File: src/rtl/frame_packer.sv
// rtl/frame_packer.sv - buffers wide vectors in a FIFO and emits them as framed byte streams.
// Optional trailing XOR checksum byte when FRAME_CHECKSUM_EN is defined.
module frame_packer #(
    parameter int         ELE_WIDTH  = 32,
    parameter int         STAGES     = 4,
    parameter int         FIFO_DEPTH = 2,
    parameter logic [7:0] HDR0       = 8'hAA,
    parameter logic [7:0] HDR1       = 8'h55
) (
    input  logic                          clk,
    input  logic                          rst,
    input  logic [ELE_WIDTH*STAGES-1:0]   vec_in,
    input  logic                          vec_in_vld,
    output logic [7:0]                    byte_out,
    output logic                          byte_vld,
    input  logic                          byte_rdy,
    output logic                          byte_last,
    output logic                          busy,
    output logic                          overflow,
    output logic [15:0]                   drop_cnt
);
    localparam int W  = ELE_WIDTH * STAGES;
    localparam int PB = W / 8;
    localparam int AW = (FIFO_DEPTH > 1) ? $clog2(FIFO_DEPTH) : 1;
    localparam int CW = $clog2(FIFO_DEPTH + 1);
    localparam int IW = (PB > 1) ? $clog2(PB) : 1;

    typedef enum logic [2:0] {
        S_IDLE,
        S_HDR,
        S_SEQ,
`ifdef FRAME_CHECKSUM_EN
        S_CSUM,
`endif
        S_PAY
    } state_t;

    logic [W-1:0]  r_mem [FIFO_DEPTH];
    logic [AW-1:0] r_wr_ptr;
    logic [AW-1:0] r_rd_ptr;
    logic [CW-1:0] r_count;
    logic          r_overflow;
    logic [15:0]   r_drop_cnt;

    state_t        r_state;
    logic [W-1:0]  r_shift;
    logic [IW-1:0] r_idx;
    logic          r_hdr_sel;
    logic [7:0]    r_seq;
    logic [7:0]    r_byte_out;
    logic          r_byte_vld;
    logic          r_byte_last;
`ifdef FRAME_CHECKSUM_EN
    logic [7:0]    r_csum;
`endif

    logic          w_pop;
    logic          w_push;
    logic          w_hs;
    logic [7:0]    w_top;

    assign w_pop  = (r_state == S_IDLE) && (r_count != '0);
    // A full FIFO still accepts a vector when the IDLE pop frees a slot this cycle.
    assign w_push = vec_in_vld && ((r_count < CW'(FIFO_DEPTH)) || w_pop);
    assign w_hs   = r_byte_vld && byte_rdy;
    assign w_top  = r_shift[W-1 -: 8];

    assign byte_out  = r_byte_out;
    assign byte_vld  = r_byte_vld;
    assign byte_last = r_byte_last;
    assign busy      = (r_state != S_IDLE) || (r_count != '0);
    assign overflow  = r_overflow;
    assign drop_cnt  = r_drop_cnt;

    always_ff @(posedge clk) begin
        if (w_push) begin
            r_mem[r_wr_ptr] <= vec_in;
        end
    end

    always_ff @(posedge clk) begin
        if (rst) begin
            r_wr_ptr   <= '0;
            r_rd_ptr   <= '0;
            r_count    <= '0;
            r_overflow <= 1'b0;
            r_drop_cnt <= 16'h0000;
        end else begin
            if (w_push) begin
                r_wr_ptr <= r_wr_ptr + AW'(1);
            end
            if (w_pop) begin
                r_rd_ptr <= r_rd_ptr + AW'(1);
            end
            if (w_push && !w_pop) begin
                r_count <= r_count + CW'(1);
            end else if (!w_push && w_pop) begin
                r_count <= r_count - CW'(1);
            end
            if (vec_in_vld && !w_push) begin
                r_overflow <= 1'b1;
                if (r_drop_cnt != 16'hFFFF) begin
                    r_drop_cnt <= r_drop_cnt + 16'd1;
                end
            end
        end
    end

    always_ff @(posedge clk) begin
        if (rst) begin
            r_state     <= S_IDLE;
            r_shift     <= '0;
            r_idx       <= '0;
            r_hdr_sel   <= 1'b0;
            r_seq       <= 8'h00;
            r_byte_out  <= 8'h00;
            r_byte_vld  <= 1'b0;
            r_byte_last <= 1'b0;
`ifdef FRAME_CHECKSUM_EN
            r_csum      <= 8'h00;
`endif
        end else begin
            case (r_state)
                S_IDLE: begin
                    r_byte_vld  <= 1'b0;
                    r_byte_last <= 1'b0;
                    if (w_pop) begin
                        r_shift    <= r_mem[r_rd_ptr];
                        r_byte_out <= HDR0;
                        r_byte_vld <= 1'b1;
                        r_hdr_sel  <= 1'b0;
                        r_state    <= S_HDR;
                    end
                end
                S_HDR: begin
                    if (w_hs) begin
                        if (!r_hdr_sel) begin
                            r_byte_out <= HDR1;
                            r_hdr_sel  <= 1'b1;
                        end else begin
                            r_byte_out <= r_seq;
`ifdef FRAME_CHECKSUM_EN
                            r_csum     <= r_seq;
`endif
                            r_state    <= S_SEQ;
                        end
                    end
                end
                S_SEQ: begin
                    if (w_hs) begin
                        r_byte_out <= w_top;
                        r_shift    <= {r_shift[W-9:0], 8'h00};
                        r_idx      <= '0;
`ifdef FRAME_CHECKSUM_EN
                        r_csum     <= r_csum ^ w_top;
`else
                        r_byte_last <= (PB == 1);
`endif
                        r_state    <= S_PAY;
                    end
                end
                S_PAY: begin
                    if (w_hs) begin
                        if (r_idx < IW'(PB - 1)) begin
                            r_byte_out <= w_top;
                            r_shift    <= {r_shift[W-9:0], 8'h00};
                            r_idx      <= r_idx + IW'(1);
`ifdef FRAME_CHECKSUM_EN
                            r_csum     <= r_csum ^ w_top;
`else
                            r_byte_last <= (r_idx == IW'(PB - 2));
`endif
                        end else begin
`ifdef FRAME_CHECKSUM_EN
                            r_byte_out  <= r_csum;
                            r_byte_last <= 1'b1;
                            r_state     <= S_CSUM;
`else
                            r_byte_vld  <= 1'b0;
                            r_byte_last <= 1'b0;
                            r_seq       <= r_seq + 8'd1;
                            r_state     <= S_IDLE;
`endif
                        end
                    end
                end
`ifdef FRAME_CHECKSUM_EN
                S_CSUM: begin
                    if (w_hs) begin
                        r_byte_vld  <= 1'b0;
                        r_byte_last <= 1'b0;
                        r_seq       <= r_seq + 8'd1;
                        r_state     <= S_IDLE;
                    end
                end
`endif
                default: begin
                    r_state <= S_IDLE;
                end
            endcase
        end
    end
endmodule

File: config.mk
export PLATFORM = sky130hd
export DESIGN_NAME = frame_packer
export DESIGN_NICKNAME = d
export VERILOG_FILES = /design/src/rtl/frame_packer.sv
export SDC_FILE = /design/constraint.sdc
export NUM_CORES = 1
export LEC_CHECK = 0
export ABC_AREA = 1
export CAP_MARGIN = 20
export CORE_ASPECT_RATIO = 0.75
export CORE_MARGIN = 5
export CORE_UTILIZATION = 57
export DETAILED_ROUTE_END_ITERATION = 16
export GPL_TIMING_DRIVEN = 0
export PLACE_DENSITY = 0.83
export SYNTH_ARGS = -nofsm -noshare
export SYNTH_HDL_FRONTEND = slang
export SYNTH_SLANG_ARGS = --single-unit
File: constraint.sdc
create_clock -name clk -period 8.7 [get_ports clk]
set_input_delay 0.87 -clock clk [delete_from_list [all_inputs] [get_ports clk]]
set_output_delay 0.87 -clock clk [all_outputs]
set_load 0.005 [all_outputs]
==> results of run 1 <==
cell families (layout without fill, tap and decap cells):
logic type                 count (synthesis)  in the layout  share of synthesized area, %
buffers and inverters                    150            395                          4.08
DFF                                      431            431                          65.6
xor gates and xnor gates                   2              2                         0.103
AOI/OAI and AO/OA                        448            448                          13.2
adders and majority gates                 10             10                         0.734
and+or+nand+nor                          718            718                          16.2
Yosys cell counts (2+ instances only):
cell type	instances	area, um^2
a21oi_1	170	851
and3_1	3	18.8
buf_2	37	185
buf_4	23	173
clkbuf_1	44	165
dfxtp_1	175	3500
edfxtp_1	256	7690
ha_1	10	125
inv_1	45	169
nand2_1	476	1790
nand3_1	27	135
nand4_1	2	12.5
nor2_1	201	754
nor3_1	2	10.0
o21ai_0	254	1270
o21ai_1	17	85.1
o22ai_1	3	18.8
xor2_1	2	17.5
metal layers:
| metal | vias to the layer above | GRT usage, % | share of wire (%) |
|---|---|---|---|
| met3 | 113 | 5.69 | 9.3 |
| met2 | 664 | 38.7 | 45 |
| met4 | 14 | 7.65 | 3.1 |
| met5 | - | 0 | 0.21 |
| li1 | 6401 | - | - |
| met1 | 6411 | 35.7 | 43 |
worst max path at each step:
stage                         endpoint  slack (ns)  depth (start not counted)
after global routing      r_mem[1][80]        5.63                          9
after floorplan            r_mem[1][0]        1.79                          2
after CTS                 r_mem[1][80]        5.83                          9
final                     r_mem[1][80]        5.84                          9
after detailed placement  r_mem[1][80]        5.35                          6
after global placement    r_mem[1][80]       -1.76                          3
per-stage QoR:
step | hold slack (ns) | utilization [%] | power, mW | std cells
5_1_grt | 0.482 | 71.0 | 7.72 | 2396
3_5_place_dp | 0.455 | 65.9 | 5.29 | 2318
3_3_place_gp | 0.451 | 65.3 | 5.22 | 2310
6_report | 0.467 | 71.0 | 7.29 | 2396
4_1_cts | 0.464 | 71.0 | 7.27 | 2396
2_1_floorplan | 0.437 | - | 4.53 | 1759
registers in the layout, indices dropped and copies added, names as in the netlist, named ones only:
signal and cells:
byte_last 1, overflow 1, r_hdr_sel 1, r_idx 4
r_wr_ptr 1, r_state 2, byte_out 8, drop_cnt 16
r_count 2, r_seq 8, r_rd_ptr 1, r_mem 256
r_shift 128, byte_vld 1
report_power, final:
| group | total (mW) | internal, mW | switching (mW) |
|---|---|---|---|
| combinational | 2.41 | 0.817 | 1.60 |
| clock | 1.95 | 1.17 | 0.788 |
| sequential | 2.92 | 2.69 | 0.236 |
| total | 7.29 | 4.67 | 2.62 |
critical path: stages (launching register included):
cell and delay (ns):
dfxtp_1 0.34, inv_1 0.14, ha_1 0.27, o21ai_2 0.15, nand2_1 0.09, nand2_1 0.13
nor2_4 0.65, buf_12 0.28, buf_12 0.23, buf_12 0.23
layout make-up:
| cell class | instances | area share (%) |
|---|---|---|
| buffer | 104 | 2.51 |
| clock buffer | 47 | 5.34 |
| clock inverter | 31 | 1.87 |
| inverter | 46 | 0.830 |
| multi-input combinational | 1178 | 24.9 |
| sequential | 431 | 53.8 |
| tap | 392 | 2.36 |
| timing repair buffer | 167 | 8.42 |
==> out/results.tsv, run 1 <==
metric	value	unit
fp.dieArea	33500	um^2
dominantRegCellSynth	edfxtp_1	
rsz0062_at_grt	false	
timing.critical_path.from	r_state[1]	
rr_endpoint	r_mem[1][80]	
slew_violations	0	
dp_hpwl	29500	um
track_usage	25.0	%
synth_edf_count	256	
vias	13600	
drt-initial-drc-count	1499	
io_pins	160	
layout_setup_ws	5.84	ns
hold_buffers	0	
die_y	160	um
setup_tns	0	ns
ctsResizeCount	0	
yosysUniqueCellTypes	30	
worst_ir_drop_vdd	184	uV
gp_congestion	0.927	
crit_required	8.94	ns
clock-sinks	431	
rr_startpoint	r_state[1]	
min-delay-start	r_seq[7]	
cp.arrival	3.10	ns
areaGrowthSynthToFinish	22.0	%
netlist_area	17100	um^2
ys_seq_elements	431	
post_cts_buffers	0	
finalCritPeriodShare	32.9	%
root_buffer	clkbuf_16	
core-area	29300	um^2
rrSetupSlack	5.84	ns
skew	0.0200	ns
postPlaceCellArea	19300	um^2
antenna_cells	0	
maxCapViolations	0	
start_util	58.2	%
worst_r2r_path_depth	9	
ant_nets	0	
clock_latency	0.56	ns
route.detailed.drc	0	
grt_pass1_wl	67800	um
overflow	0	
grt_max_degree	36	
status	finished clean	
seqCellArea	11200	um^2
routed_wl	43100	um
dp_slack	5.35	ns
layout_commonest_cell	nand2_1	
critPathMaxFanout	34	
cts_tree	yes	
cts_buffer_depth	3	
hold_viol	0	
fin_nets	2112	
synth_warnings	0	
leakagePower	7.45	nW
worst_slew_pin_slew	0.800	ns
drt-wirelength-per-cell	18.0	um
synth_async_sr_flop_share	0	%
synth_cells	1759	
critical_path_class	reg -> reg	
cts_made_buffers	42	
die_w	210	um
max_freq	350	MHz
fin_area	20800	um^2
yosysSeqAreaShare	65.6	%
drive_gt1_share	7.34	%
relSlewSlack	46.5	%
cp-end-kind	register	
port_buffers	159	
first_pass_iters	5	
syn_area_per_cell	9.70	um^2
multi_input_area	5190	um^2
grt_pass1_vias	13100	
finalSetupViolations	0	
final_cell_mix	nand2_1 (476), edfxtp_1 (256), o21ai_0 (254)	
hold_depth	2	
period_minus_slack	2.86	ns
synth_fp_nets	1901	
vias_per_cell	5.68	
antenna_found_initial	7	
holdPathEnd	r_seq[7]	
n_fill_cell	2088	
cts.clk_slew.worst_paths	0.06	ns
hp-class	reg -> reg	
powerDensity	350	nW/um^2
num_rows	54	
h-tree-depth	2	
startpoint_type	register	
(Power assumes the default switching activity.)
==> run 2, diff against run 1 <==
Settings changed: CORE_UTILIZATION 57 to 52, PLACE_DENSITY 0.83 to 0.8.
Clock period 8.7 ns to 2.6 ns, I/O delays scaled along.
==> run 2 against run 1 <==
Net effect: fmax grew 20%; critical path depth unchanged; first-iteration DRC count shrank 8.8%; critical endpoint is now r_shift[93]; worst hold slack got worse by 0.18 ns; via count is 1.4% lower; non-clock buffer count grew 2; clock power grew to 3.4 times the previous value; die area rose by 9.1%; combinational power rose to 3.4 times the previous value; final cell count increased by 2.3%; sequential power grew to 3.4 times the previous value; largest cell class unchanged.
==> out/results.tsv, run 2 (synthesized netlist as in run 1, its figures left out) <==
metric	value	unit	change
largest-register	r_mem		unchanged
hp-class	in -> reg		was reg -> reg
cts_made_buffers	43		was 42
grt_pass1_vias	13200		was 13100
port_buffers	159		unchanged
cts.clk_slew.worst_paths	0.06	ns	about the same
drt-wirelength-per-cell	17.7	um	was 18.0 um
track_usage	23.1	%	was 25.0%
total_power	24.5	mW	was 7.29 mW
max_freq	418	MHz	was 350 MHz
vias	13400		was 13600
cp-end-kind	register		unchanged
finalSetupViolations	0		unchanged
clock-sinks	431		unchanged
die_w	219	um	was 210 um
start_util	52.7	%	was 58.2%
cts_buffer_depth	3		unchanged
skew	0.0152	ns	was 0.0200 ns
root_buffer	clkbuf_16		unchanged
vias_per_cell	5.47		was 5.68
n_fill_cell	2518		was 2088
worst_slew_pin_slew	0.736	ns	was 0.800 ns
clock_latency	0.56	ns	about the same
grtUsageMet3	5.77	%	was 5.69%
critPathMaxFanout	10		was 34
routed_wl	43300	um	was 43100 um
overflow	0		unchanged
status	finished clean		unchanged
cts_tree	yes		unchanged
dp_hpwl	29700	um	was 29500 um
powerDensity	1170	nW/um^2	was 350 nW/um^2
die_y	167	um	was 160 um
areaGrowthSynthToFinish	22.8	%	was 22.0%
antenna_found_initial	9		was 7
final_cell_mix	nand2_1 (475), edfxtp_1 (256), o21ai_0 (254)		was nand2_1 (476), edfxtp_1 (256), o21ai_0 (254)
worst_ir_drop_vdd	643	uV	was 184 uV
worst_r2r_path_depth	9		unchanged
h-tree-depth	2		unchanged
fin_nets	2115		was 2112
maxCapViolations	0		unchanged
layout_commonest_cell	nand2_1		unchanged
drt-initial-drc-count	1367		was 1499
hold_buffers	0		unchanged
ant_nets	0		unchanged
route.detailed.drc	0		unchanged
grt_pass1_wl	67800	um	unchanged
fp.dieArea	36600	um^2	was 33500 um^2
first_pass_iters	6		was 5
grt_max_degree	35		was 36
rsz0062_at_grt	false		unchanged
hold_depth	1		was 2
crit_required	3.07	ns	was 8.94 ns
relSlewSlack	50.9	%	was 46.5%
cp.arrival	2.86	ns	was 3.10 ns
use_met2	36.6	%	was 38.7%
period_minus_slack	2.39	ns	was 2.86 ns
leakagePower	7.49	nW	was 7.45 nW
finalCritPeriodShare	92.1	%	was 32.9%
gp_congestion	0.913		was 0.927
num_rows	57		was 54
grt_busiest_layer	met2		unchanged
postPlaceCellArea	19400	um^2	was 19300 um^2
final_util	64.7	%	was 71.0%
io_pins	160		unchanged
setup_tns	0	ns	unchanged
fin_area	20900	um^2	was 20800 um^2
startpoint_type	register		unchanged
grt_use_met1	31.9	%	was 35.7%
slew_violations	0		unchanged
largest_reg_flops	256		unchanged
critical_path_class	reg -> reg		unchanged
core-area	32400	um^2	was 29300 um^2
drive_gt1_share	7.72	%	was 7.34%
hold_viol	0		unchanged
run 2: changes by cell type in the layout (fill, tap and decap cells not counted), sizes merged:
cell / previous run / this run
inv: 47 / 48
buf: 68 / 70
bufinv: 8 / 5
clkinvlp: 5 / 1
clkbuf: 91 / 105
clkinv: 17 / 11
diode: 0 / 1
run 2: area by class of cell:
type                            count  area [um^2]  area share [%]
Tap cell                          442          553            2.64
Inverter                           46          173           0.824
Buffer                            104          523            2.50
Clock inverter                     19          235            1.12
Antenna cell                        1         2.50          0.0119
Timing Repair Buffer              169         1770            8.43
Sequential cell                   431        11200            53.4
Multi-Input combinational cell   1178         5210            24.9
Clock buffer                       61         1290            6.14
run 2: worst max-delay path, cell delays in order, from the launching register on:
cell     delay, ns
dfxtp_1       0.40
inv_2         0.10
ha_1          0.26
nor2_4        0.33
buf_2         0.34
buf_2         0.27
o21ai_0       0.13
o21ai_0       0.28
nand2_1       0.10
a21oi_1       0.12
run 2: routing by layer:
metal	vias up	wire, um
met5	-	98
met4	16	1200
met3	106	3630
met2	572	19800
met1	6330	18500
li1	6385	-
run 2: final timing paths:
kind / start / to / slack (ns)
max reg2reg: r_state[0] / r_shift[93] / 0.21
min: vec_in[45] / r_mem[1][45] / 0.29
min reg2reg: r_shift[126] / r_shift[126] / 0.46
max: r_state[0] / r_shift[93] / 0.21
run 2: power by group:
| part | leakage (nW) | internal, mW | total (mW) | switching, mW |
|---|---|---|---|---|
| clock network | 0.752 | 3.95 | 6.55 | 2.59 |
| registers | 3.83 | 9.00 | 9.81 | 0.815 |
| logic | 2.91 | 2.77 | 8.12 | 5.36 |
| total | 7.49 | 15.7 | 24.5 | 8.76 |
run 2: per-stage QoR:
stage               setup WS (ns)  std cells  hold slack [ns]
finish                      0.207       2451            0.286
global route               0.0275       2451            0.262
CTS                        0.0631       2448            0.264
detailed placement         -0.105       2368            0.455
global placement            -1.76       2360            0.448
floorplan                  -0.567       1759            0.359
run 2: what timing repair did:
| item | CTS | global route |
|---|---|---|
| setup buffers | 0 | 2 |
| resized for setup | 0 | 1 |
| setup endpoints to repair | 0 | 109 |
==> run 3, diff against run 2 <==
Settings changed: CORE_UTILIZATION 52 to 54, CTS_BUF_LIST set to sky130_fd_sc_hd__clkbuf_2, PLACE_DENSITY 0.8 to 0.83.
Clock period 2.6 ns to 2.1 ns, I/O delays scaled along.
==> run 3 against run 2 <==
Net effect: final area up 4.8%; critical path depth unchanged; first-iteration DRC count up 28%; flip-flop and latch count unchanged; fmax up 12%; non-clock buffer count up 152; core utilization up 5.6 points; setup slack worse by 0.25 ns; the flow now finishes with violations (setup timing); clock-buffer cell count up 99; via count up 9.8%; critical endpoint is now r_shift[29].
==> out/results.tsv, run 3 (synthesized netlist as in run 1, its figures left out) <==
metric	value	unit	change
status	finished, violations left		was finished clean
violations	setup timing		
gp_congestion	0.910		was 0.913
route.detailed.drc	0		unchanged
leakagePower	8.20	nW	was 7.49 nW
antenna_found_initial	8		was 9
vias_per_cell	5.50		was 5.47
hold_viol	0		unchanged
root_buffer	clkbuf_2		was clkbuf_16
postPlaceCellArea	19400	um^2	about the same
fin_area	21900	um^2	was 20900 um^2
fin_nets	2324		was 2115
grt_pass1_vias	14500		was 13200
routed_wl	46700	um	was 43300 um
final_util	70.2	%	was 64.7%
crit_required	3.01	ns	was 3.07 ns
worst_ir_drop_vdd	516	uV	was 643 uV
port_buffers	159		unchanged
relSlewSlack	54.1	%	was 50.9%
clock-sinks	431		unchanged
worst_slew_pin_slew	0.689	ns	was 0.736 ns
fp.dieArea	35300	um^2	was 36600 um^2
finalSetupViolations	1		was 0
cts_tree	yes		unchanged
period_minus_slack	2.14	ns	was 2.39 ns
n_fill_cell	2207		was 2518
final_cell_mix	nand2_1 (471), edfxtp_1 (256), o21ai_0 (248)		was nand2_1 (475), edfxtp_1 (256), o21ai_0 (254)
grt_max_degree	34		was 35
largest_reg_flops	256		unchanged
critical_path_class	reg -> reg		unchanged
skew	0.0673	ns	was 0.0152 ns
rsz0062_at_grt	true		was false
num_rows	56		was 57
finalCritPeriodShare	102	%	was 92.1%
layout_setup_ws	-0.0386	ns	was 0.207 ns
drt-initial-drc-count	1756		was 1367
cts_made_buffers	100		was 43
core-area	31300	um^2	was 32400 um^2
cp.arrival	3.05	ns	was 2.86 ns
critPathMaxFanout	10		unchanged
h-tree-depth	3		was 2
die_w	215	um	was 219 um
first_pass_iters	6		unchanged
grt_pass1_wl	73500	um	was 67800 um
hp-class	in -> reg		unchanged
layout_commonest_cell	nand2_1		unchanged
powerDensity	1290	nW/um^2	was 1170 nW/um^2
die_y	164	um	was 167 um
track_usage	25.8	%	was 23.1%
start_util	54.6	%	was 52.7%
max_freq	468	MHz	was 418 MHz
areaGrowthSynthToFinish	28.7	%	was 22.8%
ant_nets	0		unchanged
cp-end-kind	register		unchanged
vias	14700		was 13400
dp_hpwl	29500	um	was 29700 um
cts_buffer_depth	3		unchanged
drive_gt1_share	13.8	%	was 7.72%
drt-wirelength-per-cell	17.4	um	was 17.7 um
io_pins	160		unchanged
cts.clk_slew.worst_paths	0.13	ns	was 0.06 ns
clock_latency	1.00	ns	was 0.56 ns
slew_violations	0		unchanged
largest-register	r_mem		unchanged
maxCapViolations	0		unchanged
startpoint_type	register		unchanged
overflow	0		unchanged
[run 3: cell types whose count changed in the layout (fill, tap and decap cells not counted), moves of 12 or more]
cell,before,now
buf_4,25,48
clkinv_1,3,22
clkbuf_16,45,0
buf_2,37,23
clkbuf_2,0,168
buf_6,0,12
clkbuf_1,50,37
dfxtp_1,174,152
dfxtp_2,1,14
dlygate4sd3_1,0,128
[run 3: through the flow]
step,instances,power (mW),TNS [ns],hold WS (ns),worst slack [ns]
after floorplan,1759,18.7,-270.08,0.309,-1.07
after global placement,2324,21.5,-572.17,0.449,-2.17
after detailed placement,2332,22.0,-62.08,0.457,-0.472
after CTS,2668,27.7,-2.93,0.0800,-0.171
after global routing,2677,30.2,-1.05,0.213,-0.0571
final,2679,28.4,-0.0386,0.224,-0.0386
[run 3: worst paths after layout]
kind	slack, ns	endpoint	cells after the start	start
setup / recovery	-0.04	r_shift[29]	9	register
hold / removal	0.22	r_wr_ptr	5	vec_in_vld
setup reg to reg	-0.04	r_shift[29]	9	register
hold reg to reg	0.47	r_shift[8]	2	r_shift[8]
[run 3: critical path: stages (launching register included)]
cell,delay (ns)
dfxtp_1,0.35
clkbuf_4,0.28
buf_4,0.24
inv_1,0.09
buf_6,0.22
buf_4,0.23
nor2_1,0.06
o21ai_0,0.34
nand2_1,0.12
a21oi_1,0.16
[run 3: where the power goes]
| part | switching (mW) | total, mW | internal, mW | leakage, nW |
|---|---|---|---|---|
| Sequential | 1.01 | 12.1 | 11.1 | 3.84 |
| Combinational | 6.92 | 10.9 | 4.00 | 3.65 |
| Clock | 3.37 | 5.37 | 2.00 | 0.703 |
| Total | 11.3 | 28.4 | 17.1 | 8.20 |
[run 3: layout make-up]
cell class	count	area, um^2	share of cell area (%)
Tap cell	406	508	2.31
Timing Repair Buffer	321	3230	14.7
Multi-Input combinational cell	1178	5270	24.0
Buffer	104	604	2.75
Clock buffer	160	801	3.65
Sequential cell	431	11200	51.2
Inverter	46	175	0.798
Antenna cell	8	20.0	0.0912
Clock inverter	25	103	0.467
[run 3: repair_timing]
item,CTS,global route
setup buffers,22,3
endpoints found under the hold margin,256,0
endpoints found under the setup margin,320,135
hold buffers,128,0
resized for setup,54,55
pin swaps,3,4
cloned,1,0
[run 3: layer usage]
| metal | wire length (um) | GRT usage [%] | vias up |
|---|---|---|---|
| met3 | 4260 | 5.93 | 123 |
| met1 | 19400 | 34.4 | 6923 |
| met4 | 1230 | 9.39 | 4 |
| met2 | 21800 | 41.9 | 786 |
| li1 | - | - | 6886 |
| met5 | 21 | 0 | - |
